### src/rtl/video_timing_gen.sv
// Free-running raster timing generator: hs/vs/de plus raw h/v counters for one static video mode.
// Latency: hs/vs/de lag h_cnt/v_cnt by exactly one ce cycle; ce=0 freezes every register.
// No backpressure; VTG_FRAME_CNT_EN adds an 8-bit wrapping frame counter (tied 0 otherwise).
module video_timing_gen #(
  parameter int   H_ACTIVE = 1920,
  parameter int   H_FP     = 88,
  parameter int   H_SYNC   = 44,
  parameter int   H_BP     = 148,
  parameter int   V_ACTIVE = 1080,
  parameter int   V_FP     = 4,
  parameter int   V_SYNC   = 5,
  parameter int   V_BP     = 36,
  parameter logic HS_POL   = 1'b1,
  parameter logic VS_POL   = 1'b1
) (
  input  logic        clk,
  input  logic        rst,
  input  logic        ce,
  output logic        hs,
  output logic        vs,
  output logic        de,
  output logic [11:0] h_cnt,
  output logic [11:0] v_cnt,
  output logic [7:0]  frame_cnt
);

  localparam int H_TOTAL = H_SYNC + H_BP + H_ACTIVE + H_FP;
  localparam int V_TOTAL = V_SYNC + V_BP + V_ACTIVE + V_FP;

  localparam logic [11:0] H_LAST = 12'(H_TOTAL - 1);
  localparam logic [11:0] V_LAST = 12'(V_TOTAL - 1);

  // Window bounds are 13 bits so an active window ending exactly at 4096 still compares correctly.
  localparam logic [12:0] H_SYNC_END = 13'(H_SYNC);
  localparam logic [12:0] H_ACT_BEG  = 13'(H_SYNC + H_BP);
  localparam logic [12:0] H_ACT_END  = 13'(H_SYNC + H_BP + H_ACTIVE);
  localparam logic [12:0] V_SYNC_END = 13'(V_SYNC);
  localparam logic [12:0] V_ACT_BEG  = 13'(V_SYNC + V_BP);
  localparam logic [12:0] V_ACT_END  = 13'(V_SYNC + V_BP + V_ACTIVE);

  logic        h_wrap;
  logic        v_wrap;
  logic        h_in_sync;
  logic        v_in_sync;
  logic        h_in_act;
  logic        v_in_act;
  logic [12:0] h_ext;
  logic [12:0] v_ext;

  always_comb begin
    h_ext     = {1'b0, h_cnt};
    v_ext     = {1'b0, v_cnt};
    h_wrap    = (h_cnt == H_LAST);
    v_wrap    = (v_cnt == V_LAST);
    h_in_sync = (h_ext < H_SYNC_END);
    v_in_sync = (v_ext < V_SYNC_END);
    h_in_act  = (h_ext >= H_ACT_BEG) && (h_ext < H_ACT_END);
    v_in_act  = (v_ext >= V_ACT_BEG) && (v_ext < V_ACT_END);
  end

  // Outputs decode the counter values present before this ce edge, giving the fixed one-cycle lag.
  always_ff @(posedge clk) begin
    if (rst) begin
      h_cnt <= '0;
      v_cnt <= '0;
      hs    <= ~HS_POL;
      vs    <= ~VS_POL;
      de    <= 1'b0;
    end else if (ce) begin
      h_cnt <= h_wrap ? 12'd0 : h_cnt + 12'd1;
      if (h_wrap) begin
        v_cnt <= v_wrap ? 12'd0 : v_cnt + 12'd1;
      end
      hs <= h_in_sync ? HS_POL : ~HS_POL;
      vs <= v_in_sync ? VS_POL : ~VS_POL;
      de <= h_in_act && v_in_act;
    end
  end

`ifdef VTG_FRAME_CNT_EN
  // Advances on the same edge that returns v_cnt to 0.
  always_ff @(posedge clk) begin
    if (rst) begin
      frame_cnt <= '0;
    end else if (ce && h_wrap && v_wrap) begin
      frame_cnt <= frame_cnt + 8'd1;
    end
  end
`else
  assign frame_cnt = '0;
`endif

endmodule

### config.mk
export PLATFORM = sky130hd
export DESIGN_NAME = video_timing_gen
export DESIGN_NICKNAME = d
export VERILOG_FILES = /design/src/rtl/video_timing_gen.sv
export SDC_FILE = /design/constraint.sdc
export NUM_CORES = 1
export LEC_CHECK = 0
export ABC_AREA = 1
export CAP_MARGIN = 20
export CORE_MARGIN = 2
export CORE_UTILIZATION = 50
export CTS_BUF_LIST = sky130_fd_sc_hd__clkbuf_16
export DETAILED_ROUTE_END_ITERATION = 16
export GPL_ROUTABILITY_DRIVEN = 0
export PLACE_DENSITY_LB_ADDON = 0.2
export REMOVE_ABC_BUFFERS = 1
export SLEW_MARGIN = 0
export SYNTH_ARGS = -nofsm -noshare
export SYNTH_HDL_FRONTEND = slang
export SYNTH_SLANG_ARGS = --single-unit
### constraint.sdc
create_clock -name clk -period 2.5 [get_ports clk]
set_clock_uncertainty 0.05 [all_clocks]
set_input_delay 0.25 -clock clk [delete_from_list [all_inputs] [get_ports clk]]
set_output_delay 0.25 -clock clk [all_outputs]
set_load 0.02 [all_outputs]
==> summary.md, run 1 <==
| Metric | Value |
|---|---|
| Max-cap check violation count | `0` |
| Number of nets still failing antenna checks after routing | `0` |
| Via count of the routed design | `1655` |
| Post-synthesis area per instance | `6.52 µm²` |
| Critical-path maximum fanout | `11` |
| Clock transition time at the flip-flop clock pins of the worst setup and hold paths | `~0.07 ns` |
| Sum of negative setup slack | `0 ns` |
| Total half-perimeter wirelength after legalization and detailed placement | `about 2900 µm` |
| Class of the worst hold path | `flop to flop` |
| Crit path max-delay family | `simple AND/OR/NAND/NOR gates` |
| Routed via count divided by cell count | `about 4.8` |
| Die H | `62.9 µm` |
| Worst hold slack after final layout | `about 0.42 ns` |
| Pre-antenna DRT Iters | `4` |
| Max-slew violation total from the final report | `0` |
| Antenna cell count | `0` |
| Number of enable flip-flop cells after synthesis | `0` |
| Clock tree root driver cell | `sky130_fd_sc_hd__clkbuf_16` |
| CTS tree | `built` |
| Layout cell share with drive strength beyond 1 | `8.78%` |
| Clk sinks | `27` |
| Footprint of the multi-input gates | `980 µm²` |
| I/O Buffers | `29` |
| Global Route Usage Sum | `19.7%` |
| Post-CTS sizing | `0` |
| Crit path launch type | `flop` |
| Detailed router's first-iteration violation count | `96` |
| Power Density | `slightly above 400 nW/µm²` |
| Die outline area | `3960 µm²` |
| Number of failing setup endpoints in the final timing report | `0` |
| DRC Markers | `0` |
| Met2 routing resource usage after global routing | `30.1%` |
| Global route hottest layer | `met2` |
| Highest-count cells in the layout ignoring fill and taps | `sky130_fd_sc_hd__nand2_1, sky130_fd_sc_hd__nor2_1, sky130_fd_sc_hd__inv_1` |
| Crit-path slowest cell | `sky130_fd_sc_hd__dfxtp_1` |
| Highest cell delay on the worst timing path | `between 0.4 and 0.5 ns` |
| Filler cell count in the final layout | `332` |
| Share of flip-flops with an asynchronous set or reset | `0%` |
| Placement Cell Area | `2030 µm²` |
| Arrival time worst endpoint | `1.87 ns` |
| Overall routed net length | `roughly 3700 µm` |
| Status | `complete, no violations` |
| Post-detailed-route wirelength per cell | `10.9 µm` |
| Post CTS Setup Buffer Count | `0` |
| Die Wd | `62.9 µm` |
| Maximum number of pins on one net before global-route repair | `16` |
| Number of endpoints with negative hold slack in the final report | `0` |
| Post-layout total power | `~0.9 mW` |
| Peak VDD IR | `0.265 mV` |
| Share of the cycle needed by the critical path after routing | `between 70% and 80%` |
| Via count of the first global-routing pass | `1387` |
| Antenna violations before repair | `0` |
| Synth Register Bits | `27` |
| # nets final | `306` |
| CTS Hold Bufs | `0` |
| Wire length of the first global-routing pass | `6270 µm` |
| Number of buffer and inverter stages on the critical path | `2` |
| Worst setup path class | `flop to flop` |
| CTS Buffer Depth | `2` |
| Required time of the critical path | `approximately 2.6 ns` |
| Commonest non-fill, non-tap cell in the layout | `sky130_fd_sc_hd__nand2_1` |
| Distinct cells, synth | `30` |
| Prevailing post-synth register cell | `sky130_fd_sc_hd__dfxtp_1` |
| Worst skew pair latency | `0.26 ns` |
| Tmin final | `1.76 ns` |
| Setup repair after global routing missed its margin | `no` |
| Area Overhead vs Synth | `21.6%` |
| Number of rows in the core area | `21` |
| GR Util met1 | `~28%` |
| Leak Pwr | `0.913 nW` |
| Initial core utilization | `52.0%` |
| Htree depth | `1` |
| Area occupied by registers | `541 µm²` |
| Global Route met3 Usage | `2.70%` |
| Total clock buffers created by CTS | `3` |
| Finished layout cell area | `approximately 2100 µm²` |
| Global-route congestion overflow total | `0` |
| Critical-path cell list | `inv_2 -> nor2_4 -> nand2_1 -> nor2_2 -> nand2_2 -> nand2_2 -> nand2_1 -> inv_1 -> nor2_1` |
| Post-Syn Instances | `between 200 and 300` |
| Area of the mapped netlist | `around 1700 µm²` |
| Synth warnings | `0` |
| Sequential fraction of the synthesis area | `between 30% and 40%` |
| Core region area | `3340 µm²` |
| Critical path capture point type | `flop` |
| Count of pins on the block boundary | `38` |
| Post-layout util | `63.2%` |
| Fmax | `0.569 GHz` |
[worst register-to-register path, cell delays in order, from the launching register on]
cell                      delay [ns]
sky130_fd_sc_hd__dfxtp_1        0.49
sky130_fd_sc_hd__inv_2          0.10
sky130_fd_sc_hd__nor2_4         0.12
sky130_fd_sc_hd__nand2_1        0.07
sky130_fd_sc_hd__nor2_2         0.11
sky130_fd_sc_hd__nand2_2        0.10
sky130_fd_sc_hd__nand2_2        0.21
sky130_fd_sc_hd__nand2_1        0.18
sky130_fd_sc_hd__inv_1          0.15
sky130_fd_sc_hd__nor2_1         0.06
[area by class of cell]
type,count,area share [%]
well taps,46,2.73
multi-input cells,195,46.4
inverters,39,6.94
repair buffers,31,14.5
flip-flops and latches,27,25.6
clock buffers,3,3.56
clock inverters,1,0.237
[synthesized netlist by cell type (2+ instances only)]
master                    count  area (µm²)
sky130_fd_sc_hd__nand2_1     60         225
sky130_fd_sc_hd__nor2_1      42         158
sky130_fd_sc_hd__inv_1       37         139
sky130_fd_sc_hd__dfxtp_1     27         541
sky130_fd_sc_hd__nand3_1     21         105
sky130_fd_sc_hd__buf_4        9        67.6
sky130_fd_sc_hd__a21oi_1      7        35.0
sky130_fd_sc_hd__nand4_1      7        43.8
sky130_fd_sc_hd__nor3_1       7        35.0
sky130_fd_sc_hd__ha_1         6        75.1
sky130_fd_sc_hd__nand2_2      6        37.5
sky130_fd_sc_hd__nor2_2       6        37.5
sky130_fd_sc_hd__o21ai_0      6        30.0
sky130_fd_sc_hd__xor2_1       5        43.8
sky130_fd_sc_hd__buf_6        2        22.5
sky130_fd_sc_hd__inv_2        2        7.51
sky130_fd_sc_hd__nor2_4       2        22.5
sky130_fd_sc_hd__o21ai_2      2        17.5
[report_power, final]
| part | switching, mW | internal (mW) | total [mW] | leakage, nW |
|---|---|---|---|---|
| Combinational | 0.0421 | 0.0219 | 0.0640 | 0.654 |
| Sequential | 0.00456 | 0.435 | 0.440 | 0.219 |
| Clock | 0.155 | 0.216 | 0.371 | 0.0409 |
| Total | 0.202 | 0.674 | 0.875 | 0.913 |
[per-stage QoR]
step | instances | setup WS, ns
after floorplan | 261 | 0.918
after global placement | 338 | 0.621
after detailed placement | 338 | 0.566
after CTS | 342 | 0.771
after global routing | 342 | 0.585
final | 342 | 0.744
[cell families after synthesis]
group / after synthesis / share of synthesized area [%]
and+or+nand+nor: 156 / 41.2
DFF: 27 / 31.2
other: 1 / 0.216
xor gates and xnor gates: 5 / 2.53
AOI/OAI and AO/OA: 20 / 6.71
adders and majority gates: 6 / 4.33
buffers and inverters: 51 / 13.9
[metal layers]
metal,vias to the layer above,routed length (µm)
li1,879,-
met1,729,1900
met2,42,1600
met3,5,163
met4,0,57
met5,-,0
[sequential cells by signal, summed over array words and instances (netlist names)]
signal	count
hs	1
de	1
v_cnt	12
h_cnt	12
vs	1
[final timing paths]
| kind | from | to | slack [ns] | cells past startpoint |
|---|---|---|---|---|
| worst max-delay path | h_cnt[7]$_SDFFE_PP0P_ | v_cnt[5]$_SDFFE_PP0P_ | 0.74 | 9 |
| worst min register to register | hs$_SDFFE_PP0P_ | hs$_SDFFE_PP0P_ | 0.42 | 2 |
| worst max register to register | h_cnt[7]$_SDFFE_PP0P_ | v_cnt[5]$_SDFFE_PP0P_ | 0.74 | 9 |
| worst min-delay path | hs$_SDFFE_PP0P_ | hs$_SDFFE_PP0P_ | 0.42 | 2 |
(Power assumes the default switching activity.)
==> run 2, diff against run 1 <==
==> constraint.sdc (replaced) <==
create_clock -name clk -period 1.8 [get_ports clk]
set_clock_uncertainty 0.05 [all_clocks]
set_input_delay 0.18 -clock clk [delete_from_list [all_inputs] [get_ports clk]]
set_output_delay 0.18 -clock clk [all_outputs]
set_load 0.02 [all_outputs]
==> run 2 against run 1 <==
Wire length fell by 1.9%; largest cell class unchanged; total power rose by 38%; combinational power rose by 54%; highest routed layer unchanged; utilization rose by 1.2 points; die area did not move; cell count rose by 1.2%; non-clock buffer count rose by 4; clock power rose by 35%.
==> summary.md, run 2 (synthesis results as in run 1) <==
| Metric | Value |
|---|---|
| Number of rows in the core area | `21 (unchanged)` |
| Routed via count divided by cell count | `4.86 (+0.34%)` |
| Post-detailed-route wirelength per cell | `10.6 µm (-3.0%)` |
| Worst setup path class | `flop to output port` |
| Die Wd | `62.9 µm (unchanged)` |
| Highest cell delay on the worst timing path | `0.67 ns (+0.18 ns)` |
| Post-layout util | `64.5% (+1.2 points)` |
| Initial core utilization | `52.0% (unchanged)` |
| Die H | `62.9 µm (unchanged)` |
| Tmin final | `between 1.5 and 2 ns` |
| Worst hold slack after final layout | `0.422 ns (-0.00112 ns)` |
| CTS Buffer Depth | `2 (unchanged)` |
| Max-slew violation total from the final report | `0 (unchanged)` |
| Minimum setup slack after placement | `0.0287 ns (-0.537 ns)` |
| Crit-path slowest cell | `sky130_fd_sc_hd__clkdlybuf4s50_1` |
| Die outline area | `3960 µm² (unchanged)` |
| Via count of the routed design | `1680 (+1.5%)` |
| Fmax | `about 0.6 GHz` |
| Detailed router's first-iteration violation count | `56 (-42%)` |
| CTS tree | `built` |
| Crit path launch type | `flop` |
| Overall routed net length | `3650 µm (-1.9%)` |
| Layout cell share with drive strength beyond 1 | `9.67% (+0.88 points)` |
| Clk sinks | `27 (unchanged)` |
| I/O Buffers | `29 (unchanged)` |
| Critical R2R Launch | `h_cnt[1]$_SDFFE_PP0P_` |
| Total clock buffers created by CTS | `3 (unchanged)` |
| Count of pins on the block boundary | `38 (unchanged)` |
| Htree depth | `1 (unchanged)` |
| Maximum number of pins on one net before global-route repair | `15 (-1)` |
| Top Registers | `h_cnt: 12 flops, v_cnt: 12 flops` |
| Sum of negative setup slack | `0 ns (unchanged)` |
| Number of nets still failing antenna checks after routing | `0 (unchanged)` |
| Post-CTS sizing | `0 (unchanged)` |
| Max-cap check violation count | `0 (unchanged)` |
| Peak VDD IR | `0.359 mV (+35%)` |
| Post CTS Setup Buffer Count | `0 (unchanged)` |
| Wire length of the first global-routing pass | `6380 µm (+1.9%)` |
| Power Density | `563 nW/µm² (+36%)` |
| Number of failing setup endpoints in the final timing report | `0 (unchanged)` |
| Finished layout cell area | `2150 µm² (+2.0%)` |
| Number of endpoints with negative hold slack in the final report | `0 (unchanged)` |
| Setup slack of the most critical reg-to-reg path | `0.15 ns (-0.59 ns)` |
| Leak Pwr | `0.938 nW (+2.7%)` |
| Post-route setup slack | `0.134 ns (-0.610 ns)` |
| Worst reg2reg path depth | `8 (-1)` |
| Core region area | `3340 µm² (unchanged)` |
| Global-route congestion overflow total | `0 (unchanged)` |
| Number of buffer and inverter stages on the critical path | `1 (-1)` |
| Pre-antenna DRT Iters | `4 (unchanged)` |
| Arrival time worst endpoint | `1.44 ns (-0.43 ns)` |
| Crit path max-delay family | `buffers and inverters` |
| Critical-path maximum fanout | `7 (-4)` |
| Highest-count cells in the layout ignoring fill and taps | `sky130_fd_sc_hd__nand2_1, sky130_fd_sc_hd__nor2_1, sky130_fd_sc_hd__inv_1` |
| Hold Crit Start | `hs$_SDFFE_PP0P_` |
| Endpoint of the worst hold-timing path | `hs$_SDFFE_PP0P_` |
| Placement Cell Area | `2070 µm² (+2.1%)` |
| Global Route Usage Sum | `19.8% (+0.091 points)` |
| Antenna cell count | `0 (unchanged)` |
| Critical path capture point type | `output port` |
| Reg-to-reg endpoint | `h_cnt[10]$_SDFFE_PP0P_` |
| Instance count along the most critical hold path | `2 (unchanged)` |
| Antenna violations before repair | `0 (unchanged)` |
| Class of the worst hold path | `flop to flop` |
| Clock tree root driver cell | `sky130_fd_sc_hd__clkbuf_16` |
| CTS Hold Bufs | `0 (unchanged)` |
| DRC Markers | `0 (unchanged)` |
| Required time of the critical path | `1.57 ns (-1.04 ns)` |
| Commonest non-fill, non-tap cell in the layout | `sky130_fd_sc_hd__nand2_1` |
| Via count of the first global-routing pass | `1492 (+7.6%)` |
| Total half-perimeter wirelength after legalization and detailed placement | `2830 µm (-2.2%)` |
| Worst skew pair latency | `0.26 ns (about the same)` |
| Clock transition time at the flip-flop clock pins of the worst setup and hold paths | `0.07 ns (about the same)` |
| Share of the cycle needed by the critical path after routing | `between 90% and 100%` |
| Critical-path cell list | `clkdlybuf4s50_1` |
| Setup repair after global routing missed its margin | `no` |
| # nets final | `310 (+1.3%)` |
| Area Overhead vs Synth | `24.0%` |
| Status | `complete, no violations` |
==> run 2: cell types whose count changed in the layout (fill, tap and decap cells not counted), sizes merged <==
cell / change
clkinv: -1
buf: +4
inv: +1
==> run 2: area by class of cell <==
| type | count | area (µm²) |
|---|---|---|
| fill | 336 | 1190 |
| tap | 46 | 57.6 |
| inverter | 39 | 146 |
| clock inverter | 1 | 3.75 |
| sequential | 27 | 541 |
| clock buffer | 3 | 75.1 |
| timing repair buffer | 35 | 348 |
| multi-input combinational | 195 | 980 |
==> run 2: power by group <==
group          total, mW  internal (mW)  leakage (nW)  switching [mW]
registers          0.612          0.605         0.219         0.00672
clock network      0.500          0.298        0.0423           0.203
logic             0.0988         0.0375         0.677          0.0612
==> run 2: per-layer routing <==
metal / up-vias / global-route usage, % / wire length (µm)
met1: 753 / 27.5 / 1880
li1: 887 / - / -
met5: - / 0 / 0
met2: 35 / 31.9 / 1590
met3: 5 / 2.16 / 140
met4: 0 / 6.67 / 44
==> run 2: worst max path at each step <==
stage                                     start                     end  cells past startpoint
final                     h_cnt[6]$_SDFFE_PP0P_                h_cnt[6]                      1
after global routing      h_cnt[1]$_SDFFE_PP0P_  h_cnt[10]$_SDFFE_PP0P_                      8
after CTS                 h_cnt[6]$_SDFFE_PP0P_                h_cnt[6]                      1
after detailed placement                     ce   v_cnt[5]$_SDFFE_PP0P_                      8
after global placement                       ce   v_cnt[6]$_SDFFE_PP0P_                      8
after floorplan           h_cnt[1]$_SDFFE_PP0P_  h_cnt[10]$_SDFFE_PP0P_                      8
==> run 2: stage by stage <==
step	power, mW	cells
floorplan	0.678	261
CTS	1.22	346
finish	1.21	346
detailed placement	0.724	342
global route	1.26	346
global placement	0.723	342
==> run 3, diff against run 2 <==
--- a/config.mk
+++ b/config.mk
@@ -10,6 +10,7 @@
 export CORE_MARGIN = 2
 export CORE_UTILIZATION = 50
 export CTS_BUF_LIST = sky130_fd_sc_hd__clkbuf_16
+export CTS_CLUSTER_DIAMETER = 30
 export DETAILED_ROUTE_END_ITERATION = 16
 export GPL_ROUTABILITY_DRIVEN = 0
 export PLACE_DENSITY_LB_ADDON = 0.2
==> results of run 3 <==
The final DEF is identical to that of run 2; final timing and power are the same.
